<file path="src/rtl/cam_decimate_writer.sv">
// ---------------------------------------------------------------------------
// cam_decimate_writer
//
// Takes the assembled RGB565 camera pixel stream and writes a 4x decimated
// copy of each frame into the display frame buffer.  Horizontally every
// group of 2**DEC_LOG2 pixels is box-averaged per colour channel;
// vertically only rows with sy[DEC_LOG2-1:0] == 0 are kept.
//
// Ports
//   clk         capture-domain clock
//   rst_n       asynchronous active-low reset
//   pix_in      RGB565 pixel {R[4:0], G[5:0], B[4:0]}
//   pix_valid   pix_in valid this cycle
//   in_sof      one-cycle start-of-frame pulse
//   in_eol      one-cycle end-of-line pulse
//   we          buffer write enable, one cycle per destination pixel
//   waddr       buffer write address
//   wdata       averaged RGB565 pixel
//   frame_done  pulse alongside the last destination write of a frame
//   line_err    sticky malformed-line flag, cleared by in_sof
//   frame_cnt   completed frame count, wraps
// ---------------------------------------------------------------------------
module cam_decimate_writer #(
   parameter int SRC_W    = 640,
   parameter int SRC_H    = 480,
   parameter int DEC_LOG2 = 2,
   parameter int DST_W    = SRC_W >> DEC_LOG2,
   parameter int DST_H    = SRC_H >> DEC_LOG2,
   parameter int ADDR_W   = 15,
   parameter int MIRROR_X = 1
) (
   input  logic              clk,
   input  logic              rst_n,
   input  logic [15:0]       pix_in,
   input  logic              pix_valid,
   input  logic              in_sof,
   input  logic              in_eol,
   output logic              we,
   output logic [ADDR_W-1:0] waddr,
   output logic [15:0]       wdata,
   output logic              frame_done,
   output logic              line_err,
   output logic [7:0]        frame_cnt
);

   localparam int SX_W = $clog2(SRC_W + 1);
   localparam int SY_W = $clog2(SRC_H + 1);
   localparam int RB_W = 5 + DEC_LOG2;
   localparam int G_W  = 6 + DEC_LOG2;

   localparam logic [SX_W-1:0]   SX_END  = SX_W'(SRC_W);
   localparam logic [SY_W-1:0]   SY_END  = SY_W'(SRC_H);
   localparam logic [ADDR_W-1:0] DST_W_V = ADDR_W'(DST_W);
   localparam logic [ADDR_W-1:0] X_LAST  = ADDR_W'(DST_W - 1);
   localparam logic [ADDR_W-1:0] Y_LAST  = ADDR_W'(DST_H - 1);

   // Row base address yd*DST_W as a constant shift-add: one adder per set
   // bit of DST_W, e.g. (yd<<7)+(yd<<5) for a 160 pixel wide buffer.
   function automatic logic [ADDR_W-1:0] mul_dst_w(input logic [ADDR_W-1:0] y);
      logic [ADDR_W-1:0] acc;
      acc = '0;
      for (int i = 0; i < ADDR_W; i++) begin
         if (DST_W_V[i]) acc = acc + (y << i);
      end
      return acc;
   endfunction

   logic              active_q, active_d;
   logic [SX_W-1:0]   sx_q, sx_d;
   logic [SY_W-1:0]   sy_q, sy_d;
   logic [RB_W-1:0]   acc_r_q, acc_r_d;
   logic [G_W-1:0]    acc_g_q, acc_g_d;
   logic [RB_W-1:0]   acc_b_q, acc_b_d;
   logic              we_q, we_d;
   logic [ADDR_W-1:0] waddr_q, waddr_d;
   logic [15:0]       wdata_q, wdata_d;
   logic              frame_done_q, frame_done_d;
   logic              line_err_q, line_err_d;
   logic [7:0]        frame_cnt_q, frame_cnt_d;

   logic [RB_W-1:0]   sum_r, sum_b;
   logic [G_W-1:0]    sum_g;
   logic [ADDR_W-1:0] xd_a, yd_a, xo_a;

   always_comb begin
      active_d     = active_q;
      sx_d         = sx_q;
      sy_d         = sy_q;
      acc_r_d      = acc_r_q;
      acc_g_d      = acc_g_q;
      acc_b_d      = acc_b_q;
      line_err_d   = line_err_q;
      we_d         = 1'b0;
      waddr_d      = waddr_q;
      wdata_d      = wdata_q;
      frame_done_d = 1'b0;
      frame_cnt_d  = frame_cnt_q + {7'd0, frame_done_q};
      sum_r        = '0;
      sum_g        = '0;
      sum_b        = '0;
      xd_a         = '0;
      yd_a         = '0;
      xo_a         = '0;

      // Start of frame resets position first, so a pixel arriving in the
      // same cycle lands at (0,0) of the new frame.
      if (in_sof) begin
         active_d   = 1'b1;
         sx_d       = '0;
         sy_d       = '0;
         acc_r_d    = '0;
         acc_g_d    = '0;
         acc_b_d    = '0;
         line_err_d = 1'b0;
      end

      if (active_d) begin
         if (pix_valid && (sy_d < SY_END)) begin
            if (sx_d < SX_END) begin
               sum_r = acc_r_d + RB_W'(pix_in[15:11]);
               sum_g = acc_g_d + G_W'(pix_in[10:5]);
               sum_b = acc_b_d + RB_W'(pix_in[4:0]);
               xd_a  = ADDR_W'(sx_d >> DEC_LOG2);
               yd_a  = ADDR_W'(sy_d >> DEC_LOG2);
               xo_a  = (MIRROR_X != 0) ? (X_LAST - xd_a) : xd_a;
               if (sy_d[DEC_LOG2-1:0] == '0) begin
                  if (&sx_d[DEC_LOG2-1:0]) begin
                     // Group complete: emit the average and restart the
                     // accumulators from zero for the next group.
                     we_d         = 1'b1;
                     wdata_d      = {sum_r[RB_W-1:DEC_LOG2],
                                     sum_g[G_W-1:DEC_LOG2],
                                     sum_b[RB_W-1:DEC_LOG2]};
                     waddr_d      = mul_dst_w(yd_a) + xo_a;
                     frame_done_d = (xd_a == X_LAST) && (yd_a == Y_LAST);
                     acc_r_d      = '0;
                     acc_g_d      = '0;
                     acc_b_d      = '0;
                  end else begin
                     acc_r_d = sum_r;
                     acc_g_d = sum_g;
                     acc_b_d = sum_b;
                  end
               end
               sx_d = sx_d + SX_W'(1);
            end else begin
               line_err_d = 1'b1;
            end
         end

         // End of line is applied after any pixel of the same cycle, so the
         // length check sees that pixel.
         if (in_eol && !in_sof) begin
            if (sy_d < SY_END) begin
               if (sx_d != SX_END) line_err_d = 1'b1;
               sy_d = sy_d + SY_W'(1);
            end
            sx_d    = '0;
            acc_r_d = '0;
            acc_g_d = '0;
            acc_b_d = '0;
         end
      end
   end

   always_ff @(posedge clk or negedge rst_n) begin
      if (!rst_n) begin
         active_q     <= 1'b0;
         sx_q         <= '0;
         sy_q         <= '0;
         acc_r_q      <= '0;
         acc_g_q      <= '0;
         acc_b_q      <= '0;
         we_q         <= 1'b0;
         waddr_q      <= '0;
         wdata_q      <= '0;
         frame_done_q <= 1'b0;
         line_err_q   <= 1'b0;
         frame_cnt_q  <= '0;
      end else begin
         active_q     <= active_d;
         sx_q         <= sx_d;
         sy_q         <= sy_d;
         acc_r_q      <= acc_r_d;
         acc_g_q      <= acc_g_d;
         acc_b_q      <= acc_b_d;
         we_q         <= we_d;
         waddr_q      <= waddr_d;
         wdata_q      <= wdata_d;
         frame_done_q <= frame_done_d;
         line_err_q   <= line_err_d;
         frame_cnt_q  <= frame_cnt_d;
      end
   end

   assign we         = we_q;
   assign waddr      = waddr_q;
   assign wdata      = wdata_q;
   assign frame_done = frame_done_q;
   assign line_err   = line_err_q;
   assign frame_cnt  = frame_cnt_q;

endmodule

</file>
<file path="config.mk">
export PLATFORM = sky130hd
export DESIGN_NAME = cam_decimate_writer
export DESIGN_NICKNAME = d
export VERILOG_FILES = /design/src/rtl/cam_decimate_writer.sv
export SDC_FILE = /design/constraint.sdc
export NUM_CORES = 1
export LEC_CHECK = 0
export ABC_AREA = 1
export ABC_CLOCK_PERIOD_IN_PS = 4000
export BUFFER_PORTS_ARGS = -buffer_cell sky130_fd_sc_hd__buf_2
export CELL_PAD_IN_SITES_DETAIL_PLACEMENT = 0
export CELL_PAD_IN_SITES_GLOBAL_PLACEMENT = 1
export CORE_MARGIN = 2
export CORE_UTILIZATION = 44
export DETAILED_ROUTE_END_ITERATION = 8
export GPL_ROUTABILITY_DRIVEN = 1
export MAX_ROUTING_LAYER = met4
export PLACE_DENSITY = 0.86
export SLEW_MARGIN = 20
export SYNTH_ARGS = -nofsm -noshare
export SYNTH_HDL_FRONTEND = slang
export SYNTH_SLANG_ARGS = --single-unit
</file>
<file path="constraint.sdc">
create_clock -name clk -period 4 [get_ports clk]
set_input_delay 1.2 -clock clk [delete_from_list [all_inputs] [get_ports clk]]
set_output_delay 1.2 -clock clk [all_outputs]
set_load 0.03 [all_outputs]
</file>
=== Word level (Yosys, flattened, before mapping) ===
Index checks and enable logic that the tools add are counted.

* Register bits after elaboration: 84
* Output and inout port bits: 42

* Muxes and demuxes: 59
* Reductions and logical operators: 7
* Add/sub/neg operators: 9
* Eq/ne operators: 3
* Order comparisons: 2

{| class="wikitable"
|+ Operators with widths
! cell !! number
|-
| 2-to-1 mux 15 bit || 10
|-
| 2-to-1 mux 7 bit || 14
|-
| 2-to-1 mux 10 bit || 6
|-
| 2-to-1 mux 8 bit || 7
|-
| 2-to-1 mux 9 bit || 4
|-
| 2-to-1 mux 1 bit || 18
|-
| adder 15 x 14 -> 15 bit || 1
|-
| adder 15 bit || 1
|-
| adder 7 x 5 -> 7 bit || 2
|-
| adder 10 x 1 -> 10 bit, second input constant || 1
|-
| less-than comparator 10 bit, second input constant || 1
|-
| inequality test 10 bit, second input constant || 1
|-
| adder 9 x 1 -> 9 bit, second input constant || 1
|-
| less-than comparator 9 bit, second input constant || 1
|-
| subtractor 8 x 8 -> 9 bit, first input constant || 1
|-
| adder 8 x 1 -> 8 bit || 1
|-
| adder 8 x 6 -> 8 bit || 1
|-
| equality test 8 bit, second input constant || 1
|-
| equality test 7 bit, second input constant || 1
|-
| AND reduction 6 bit || 1
|-
| logical AND 1 bit || 3
|-
| zero test 2 bit || 1
|-
| AND reduction 2 bit || 1
|-
| zero test 1 bit || 1
|}

=== Longest topological paths before layout ===
* Depth after elaboration: 14
* Depth in mapped cells: 25
* Mapped depth without buffers: 23

=== Least setup slack after synthesis ===
No wires, ideal clock.

* Path type: input port to flip-flop
* From: in in_sof
* To: reg waddr_q[14] (netlist: waddr[14])
* Stages on the path: 23
* Path slack: 0.026 ns
* Setup time: 0.118 ns
* Data arrival time: 3.856 ns
* Cells stage by stage: buf_6 -> buf_2 -> buf_1 -> nor2_1 -> ha_1 -> ha_1 -> inv_1 -> nand2_1 -> nand4_1 -> nand2_1 -> inv_1 -> o21ai_0 -> nand2_1 -> xor2_1 -> inv_1 -> ha_1 -> nand2_1 -> nor2_1 -> a211oi_1 -> nand3_1 -> a21oi_1 -> nand3b_1 -> nand2_1

* Word-level cells in the longest chain between the ends: 13
* Elaborated cells on any way between the ends: 21

{| class="wikitable"
|+ Ends and longest elaborated chain
! item !! RTL line !! text
|-
| from (decl) || 36 || <nowiki>input logic in_sof,</nowiki>
|-
| 2-to-1 mux 9 bit || 107 || <nowiki>if (in_sof) begin</nowiki>
|-
| 2-to-1 mux 15 bit || 127 || <nowiki>if (&sx_d[DEC_LOG2-1:0]) begin</nowiki>
|-
| 2-to-1 mux 15 bit || 126 || <nowiki>if (sy_d[DEC_LOG2-1:0] == '0) begin</nowiki>
|-
| 2-to-1 mux 15 bit || 119 || <nowiki>if (sx_d < SX_END) begin</nowiki>
|-
| 2-to-1 mux 15 bit || 118 || <nowiki>if (pix_valid && (sy_d < SY_END)) begin</nowiki>
|-
| 2-to-1 mux 15 bit || 117 || <nowiki>if (active_d) begin</nowiki>
|-
| adder 15 x 14 -> 15 bit || 63 || <nowiki>if (DST_W_V[i]) acc = acc + (y << i);</nowiki>
|-
| 2-to-1 mux 15 bit || 127 ||
|-
| 2-to-1 mux 15 bit || 126 ||
|-
| 2-to-1 mux 15 bit || 119 ||
|-
| 2-to-1 mux 15 bit || 118 ||
|-
| 2-to-1 mux 15 bit || 117 ||
|-
| adder 15 bit || 134 || <nowiki>waddr_d = mul_dst_w(yd_a) + xo_a;</nowiki>
|-
| to (signal assigned) || 188 || <nowiki>waddr_q <= waddr_d;</nowiki>
|-
| to (decl) || 75 || <nowiki>logic [ADDR_W-1:0] waddr_q, waddr_d;</nowiki>
|}

Parallel ways exist; a longest one is shown, timed or not. The select of a mux whose other input is x is not followed.
A chain may end at the register's enable or synchronous reset.

=== Final worst setup path ===
Same ends and word-level chain as after synthesis.

==> out/qor.csv <==
stage;metric;value;unit
setup_path;worst_ep_arrival_time;3810;ps
timing;worst_pin_slew;786;ps
cells_and_area;diodes;0;
clock_network;hold_buffers;0;
clock_network;cts_made_buffers;9;
pwr;p_comb_share;20.8;%
clock_network;insertion_delay;350;ps
yosys;yosys.area.top_type_share;37.1;%
pwr;max-vdd-ir-drop;0.262;mV
yosys;syn_avg_cell_area;7.45;um2
yosys;synth_cell_types;43;
drt;post_drt_wl_per_cell;14.2;um
pwr;internal_power;1.56;mW
placed_design;portBuffers;62;
global_routing;overflow;0;
clock_network;path_clk_slew;70;ps
placed_design;gp_congestion;0.898;
drt;first_pass_iters;5;
floorplanning;initial_utilization;44.9;%
floorplanning;dieArea;0.0138;mm2
floorplanning;core_area;0.0126;mm2
yosys;synthCells;760;
floorplanning;io_pins;63;
global_routing;antenna_found_initial;0;
drt;viasPerCell;5.04;
setup_path;critPathRequiredTime;4240;ps
pwr;finalPower;2.28;mW
hold_path;hp-class;flip-flop to flip-flop;
timing;hold_viol_final;0;
yosys;syn-cell-area;0.00567;mm2
clock_network;cts.sinks;84;
pwr;power_frac_seq;42.1;%
clock_network;post-cts-setup-buffers;0;
setup_path;cp-start-kind;input port;
clock_network;h-tree-depth;3;
setup_path;cpMostUsedCell;nand2_1;
setup_path;endpoint_kind;flip-flop;
timing;finalClockSkew;10.5;ps
timing;rsz0062_at_grt;false;
drt;ant_nets;0;
global_routing;grt_max_degree;85;
setup_path;cp_slowest_cell;ha_1;
clock_network;cts_resized;0;
global_routing;gr-usage-all-layers;22.6;%
pwr;p_per_area;351;mW/mm2
cells_and_area;area.growth.synth_to_final;14.7;%
pwr;p_clk_share;37.1;%
yosys;synth.largest_area_cell;dfrtp_1;
floorplanning;core.rowCount;41;
global_routing;first_global_vias;4904;
timing;worst_hold_slack;469;ps
clock_network;clockBufferDepth;2;
pwr;switching_share;31.8;%
cells_and_area;drive_above_1_share;16.0;%
yosys;synthFlopType;dfrtp_1;
setup_path;path_class;input port to flip-flop;
timing;slew-limit-headroom;47.6;%
drt;drt_wl_total;14300;um
timing;setup_viol;0;
outcome;outcome;complete, no violations;
pwr;switchingPower;725;uW
timing;fin_crit_sh;89.1;%
setup_path;worstPathCellList;buf_2, nor2_1, buf_4, a21oi_1, ha_1, inv_1, nand2_1, nand4_1, nand2_1, inv_1, o21ai_0, nand2_1, xor2_1, inv_1, ha_1, nand2_1, nor2_1, a211oi_1, nand3_1, a21oi_1, nand3b_1, nand2_1;
setup_path;max_stage_delay;320;ps
timing;final-max-slew-violation-count;0;
yosys;ys_warn_count;0;
drt;drt_iter0_drc;255;
timing;fin_tns_setup;0;ps
timing;max_freq;280;MHz
floorplanning;die_h;117;um
yosys;seq_area_frac_synth;37.1;%
global_routing;grt_pass1_wl;24200;um
clock_network;cts_tree;yes;
drt;drc;0;
clock_network;root_buffer;clkbuf_16;
yosys;async_flop_share;100;%
cells_and_area;fin_nets;887;
placed_design;dp_hpwl;10700;um
yosys;synthTopCellsByArea;dfrtp_1 37%, nand2_1 14%, ha_1 6.8%;
yosys;synth-seq-cells;84;
yosys;synth_fp_nets;814;
timing;period_needed;3570;ps
flow_run;maxCapViolCount;0;
yosys;synth_edf_count;0;
drt;vias;5082;
setup_path;cp_max_fo;9;
floorplanning;die_w;117;um
pwr;p_leak;3.56;nW
## metrics by stage
step / worst slack, ps / cell area [um2] / instances / utilization (%)
finish: 434 / 6500 / 1009 / 51.5
global route: 106 / 6500 / 1009 / 51.5
CTS: 455 / 6490 / 1009 / 51.5
detailed placement: 109 / 6200 / 994 / 49.2
global placement: 147 / 6200 / 994 / 49.2
floorplan: 26.5 / 5670 / 760 / -
## power by group through the flow
stage,Sequential [mW],Clock (mW),Combinational [mW]
floorplan,1.06,0,0.244
global placement,0.973,0,0.467
detailed placement,0.975,0,0.475
CTS,0.961,0.865,0.477
global route,0.970,0.891,0.529
finish,0.960,0.846,0.474
## sequential cells by signal (all words and copies together), names as in the netlist
name / flops
acc_g_q: 8
wdata: 16
frame_cnt: 8
acc_b_q: 7
active_q: 1
sy_q: 9
acc_r_q: 7
sx_q: 10
we: 1
waddr: 15
frame_done: 1
line_err: 1
## area by class of cell
type / instances / area [um2]
fill: 1254 / 6120
clock buffer: 10 / 229
sequential: 84 / 2100
multi-input combinational: 547 / 3000
inverter: 111 / 427
clock inverter: 5 / 62.6
timing repair buffer: 80 / 464
tap: 172 / 215
## worst paths after layout
check / startpoint / endpoint / depth (start not counted) / slack [ps]
setup / recovery: in_sof / waddr[14] / 22 / 430
hold / removal: frame_cnt[7] / frame_cnt[7] / 1 / 470
setup reg to reg: sy_q[5] / waddr[14] / 22 / 1020
hold reg to reg: frame_cnt[7] / frame_cnt[7] / 1 / 470
max in group asynchronous: rst_n / waddr[5] / 1 / 2540
min in group asynchronous: rst_n / frame_cnt[6] / 1 / 890
## routing by layer
layer  vias to the layer above  global-route usage (%)  part of all wire [%]
met5                         -                       -                     0
met4                         0                    8.51                   1.6
met3                        15                    3.00                   3.8
met2                       113                    34.6                    45
met1                      2372                    30.7                    49
li1                       2582                       -                     -
## Yosys cell counts, types with 2 or more instances
| master | instances |
|---|---|
| inv_2 | 6 |
| nand2_1 | 218 |
| nand4_1 | 11 |
| nand3_4 | 2 |
| nor2_4 | 3 |
| buf_4 | 4 |
| o21ai_2 | 15 |
| nor3_1 | 8 |
| nand3_1 | 39 |
| a31oi_1 | 2 |
| fa_1 | 2 |
| inv_1 | 101 |
| ha_1 | 31 |
| xor2_1 | 24 |
| o21ai_0 | 31 |
| a22oi_1 | 4 |
| xnor2_1 | 13 |
| nand2_2 | 4 |
| nor2_1 | 74 |
| o21ai_1 | 11 |
| nor2_8 | 2 |
| a21oi_1 | 24 |
| o22ai_1 | 10 |
| a211oi_1 | 6 |
| clkbuf_1 | 4 |
| inv_4 | 4 |
| buf_2 | 2 |
| dfrtp_1 | 84 |
| buf_6 | 7 |
## worst max-delay path, delay by kind of cell
kind / cells / cell delay [ps]
AOI/OAI and AO/OA: 4 / 590
and+or+nand+nor: 10 / 930
xor gates and xnor gates: 1 / 130
adders and majority gates: 2 / 480
buffers and inverters: 5 / 490
## placed cells by master, fill, tap and decap left out, types with 10 or more instances in the layout
master   instances
buf_4           17
xor2_1          24
o21ai_2         15
nor2_1          74
o21ai_1         11
nand3_1         39
ha_1            31
inv_1          101
o21ai_0         31
xnor2_1         13
buf_2           61
dfrtp_1         84
a21oi_1         24
nand4_1         11
o22ai_1         10
nand2_1        218
## cells by family (layout without fill, tap and decap cells)
| family | after synthesis | count (layout) | share of synthesized area [%] |
|---|---|---|---|
| fa+ha+maj | 33 | 33 | 7.55 |
| simple gates | 368 | 368 | 28.0 |
| flops | 84 | 84 | 37.1 |
| compound gates | 109 | 109 | 11.6 |
| buf+inv | 129 | 206 | 9.96 |
| xor+xnor | 37 | 37 | 5.72 |
Power figures use the tool's default switching activity.
